## config.mk

```make
export PLATFORM = sky130hd
export DESIGN_NAME = data_to_axi_stream_buffer
export DESIGN_NICKNAME = d
export VERILOG_FILES = /design/src/rtl/sync_fifo.sv /design/src/rtl/data_to_axi_stream_buffer.sv
export SDC_FILE = /design/constraint.sdc
export NUM_CORES = 2
export LEC_CHECK = 0
export ABC_CLOCK_PERIOD_IN_PS = 15100
export BUFFER_PORTS_ARGS = -buffer_cell sky130_fd_sc_hd__buf_2
export CORE_MARGIN = 4
export CORE_UTILIZATION = 28
export CTS_CLUSTER_DIAMETER = 40
export DETAILED_ROUTE_END_ITERATION = 10
export PLACE_DENSITY = 0.44
export SYNTH_ARGS = -nofsm -noshare
export SYNTH_HDL_FRONTEND = slang
export SYNTH_HIERARCHICAL = 1
export SYNTH_SLANG_ARGS = --single-unit
```

## constraint.sdc

```tcl
create_clock -name clk -period 15.1 [get_ports clk]
set_input_delay 3.02 -clock clk [delete_from_list [all_inputs] [get_ports clk]]
set_output_delay 3.02 -clock clk [all_outputs]
set_load 0.01 [all_outputs]
```

## src/rtl/sync_fifo.sv

```systemverilog
// First-word-fall-through FIFO built from a register array. The head entry is read
// straight out of the array, so no extra output stage adds latency.
module sync_fifo #(
  parameter int unsigned WIDTH = 161,
  parameter int unsigned DEPTH = 16
) (
  input  logic             clk,
  input  logic             rst,
  input  logic             push,
  input  logic [WIDTH-1:0] din,
  input  logic             pop,
  output logic [WIDTH-1:0] dout,
  output logic             empty,
  output logic             full,
  output logic             push_ok
);
  localparam int unsigned AW = $clog2(DEPTH);

  logic [WIDTH-1:0] mem [DEPTH];
  logic [AW:0]      wr_ptr;
  logic [AW:0]      rd_ptr;
  logic             pop_ok;

  // The extra pointer MSB tells full from empty when the index bits coincide.
  assign empty   = (wr_ptr == rd_ptr);
  assign full    = (wr_ptr[AW] != rd_ptr[AW]) && (wr_ptr[AW-1:0] == rd_ptr[AW-1:0]);
  assign pop_ok  = pop && !empty;
  assign push_ok = push && (!full || pop_ok);

  always_ff @(posedge clk) begin
    if (rst) begin
      wr_ptr <= '0;
      rd_ptr <= '0;
    end else begin
      if (push_ok) wr_ptr <= wr_ptr + 1'b1;
      if (pop_ok)  rd_ptr <= rd_ptr + 1'b1;
    end
  end

  // When full, a same-cycle push overwrites the slot being popped; the pop reads
  // the old contents before the edge.
  always_ff @(posedge clk) begin
    if (push_ok) mem[wr_ptr[AW-1:0]] <= din;
  end

  assign dout = empty ? '0 : mem[rd_ptr[AW-1:0]];
endmodule

```

## src/rtl/data_to_axi_stream_buffer.sv

```systemverilog
// Buffers fixed-width trace packets and emits them as an AXI4-Stream master,
// marking frame ends every tlast_interval packets or on a forced tlast.
module data_to_axi_stream_buffer #(
  parameter int unsigned DATA_WIDTH = 160,
  parameter int unsigned DEPTH      = 16
) (
  input  logic                  clk,
  input  logic                  rst,
  input  logic                  write_enable,
  input  logic [DATA_WIDTH-1:0] data_pkt,
  input  logic [31:0]           tlast_interval,
  input  logic                  tlast,
  output logic                  M_AXIS_tvalid,
  input  logic                  M_AXIS_tready,
  output logic [DATA_WIDTH-1:0] M_AXIS_tdata,
  output logic                  M_AXIS_tlast
);
  logic [31:0]         cnt;
  logic                last;
  logic                push_ok;
  logic                empty;
  logic                full;
  logic [DATA_WIDTH:0] fifo_out;

  // Widened compare so cnt + 1 cannot wrap; ">=" closes the frame at once if the
  // interval shrinks below the running count.
  always_comb begin
    last = tlast;
    if ((tlast_interval != 32'd0) && (({1'b0, cnt} + 33'd1) >= {1'b0, tlast_interval}))
      last = 1'b1;
  end

  always_ff @(posedge clk) begin
    if (rst)          cnt <= '0;
    else if (push_ok) cnt <= last ? '0 : cnt + 32'd1;
  end

  sync_fifo #(
    .WIDTH (DATA_WIDTH + 1),
    .DEPTH (DEPTH)
  ) u_fifo (
    .clk     (clk),
    .rst     (rst),
    .push    (write_enable),
    .din     ({last, data_pkt}),
    .pop     (M_AXIS_tready),
    .dout    (fifo_out),
    .empty   (empty),
    .full    (full),
    .push_ok (push_ok)
  );

  assign M_AXIS_tvalid = !empty;
  assign M_AXIS_tdata  = fifo_out[DATA_WIDTH-1:0];
  assign M_AXIS_tlast  = fifo_out[DATA_WIDTH];
endmodule

```

==> metrics <==
status=finished clean; drt pass-1 iters=5; Via density=~4.8; WS Path Type=reg -> out; Max-cap violations=0; YS warnings=6; die area=364400 sq um; Routed Antenna Nets=0; Total Routing Usage GR=~15%; Slew Limit Fails=0; I/O Pins=359; area grow syn2layout=22.04%; FMAX=119.9 MHz; Crit. End Element=output pin; Post-CTS Resized=0; post-DP HPWL=~150000 microns; Synth Cell Area=~100000 sq um; Final Core Density=around a third; PwrDens=162.8 nW/um^2; critical path, cell by cell=buf_4 -> buf_4 -> buf_4 -> mux4_2 -> o22ai_1 -> nor3_1 -> buf_2; vias in the first global route=51.78k; CORE AREA=353000 sq um; Clock Latency Late Sink=0.93 ns; crit path DAT=5.32 ns; GRT overflow=0; placed instance count=9303; Slew headroom=22.30%; P_leak=37.95 nW; largest net degree at the start of global routing=120; CP required=12.08 ns; row cnt=218; FILL cells=33.07k; fin crit period=8.342 ns; syn nets=4599; Final #Nets=5216; CTS tree=yes; final wirelength=~280000 microns; H-tree Lvls=5; most frequent cells in the layout=edfxtp_1, mux4_2, clkbuf_16; Detailed Route Iter0 Violations=between 3k and 4k; Final Setup Violations=0; Die Y=603.7 microns; slowest CP cell=buf_4; VDD IR max=0.09636 mV; Post-route DRC=0; share of cells above drive strength 1=34.28%; total power=19.74 mW; crit share post-route=55.24%; Worst Skew=0.03046 ns; CTS Hold Bufs=0; CP max FO=45; clk sinks=2622; setup TNS=0 ns; Vias=48.31k; I/O Buffers=roughly 360; first-pass GRT wire length=around 400000 microns; Worst Tran Pin Value=1.165 ns; Final Non-Filler Cells=10.08k; clk buf depth=4; most frequent CP cell=buf_4; Syn Inst Count=4364; DIE WIDTH=a little over 600 microns; mean post-synth cell area=22.77 sq um; CP peak stage delay=0.84 ns; Clk Tree Root Cell=clkbuf_16; Hold Violations, Final=0; Initial Util=28.15%; GP Congestion=0.7127; Inserted Clock Buffers=roughly 410; Hold Path Class=reg -> reg; Avg WL per Cell=28.04 microns; Setup Fix Bufs, Post-CTS=0; unrepaired setup endpoints after global routing=false; most common cell after layout, fill and taps aside=edfxtp_1; Clock Pin Slew Worst Setup and Hold Paths=0.05 ns; initial antenna violation count=75; Startpoint Class=register
-- per-layer routing --
metal	up-vias	wire length [microns]	GRT usage, %
met3	507	12950	2.468
met2	1205	144100	26.59
li1	20200	-	-
met5	-	106	0
met4	18	8302	4.778
met1	26380	117200	19.47
-- flip-flops by register name, indices dropped and copies added (netlist names), named ones only --
| signal | cells |
|---|---|
| u_fifo/rd_ptr | 5 |
| cnt | 32 |
| u_fifo/wr_ptr | 5 |
| u_fifo/mem | 2576 |
-- worst paths after layout --
check,startpoint,endpoint,slack [ns],depth (start not counted)
max,register,M_AXIS_tdata[91],6.76,7
min reg2reg,cnt[11],cnt[11],0.50,1
max reg2reg,cnt[0],cnt[20],9.98,14
min,cnt[11],cnt[11],0.50,1
-- critical path, delay by kind of cell, from the launching register on --
family                 cells  cell delay (ns)
muxes                      1             0.41
AOI/OAI and AO/OA          1             0.45
and+or+nand+nor            1             0.11
buffers and inverters      4             2.47
DFF                        1             0.77
-- area by class of cell --
cell class	count	area (sq um)	share of cell area, %
Multi-Input combinational cell	1451	19840	16.37
Timing Repair Buffer	458	2718	2.241
Antenna cell	20	50.05	0.04128
Tap cell	4730	5918	4.881
Clock buffer	454	10550	8.703
Inverter	42	157.7	0.1300
Clock inverter	303	3724	3.071
Sequential cell	2622	78290	64.57
-- metrics by stage --
stage	instance area, sq um	worst slack, ns	hold WS (ns)
4_1_cts	121200	6.509	0.5003
2_1_floorplan	99350	0.05644	0.4494
3_5_place_dp	106900	7.540	0.4808
6_report	121300	6.758	0.4964
3_3_place_gp	106900	7.502	0.4656
5_1_grt	121200	6.394	0.5339
-- power breakdown --
part	switching, mW	leakage [nW]	total [mW]	internal, mW
combinational	1.19	7.49	1.95	0.756
sequential	0.0399	23.6	8.14	8.10
clock	3.42	6.82	9.65	6.23
Note: power is estimated with default switching activity, not from simulation.
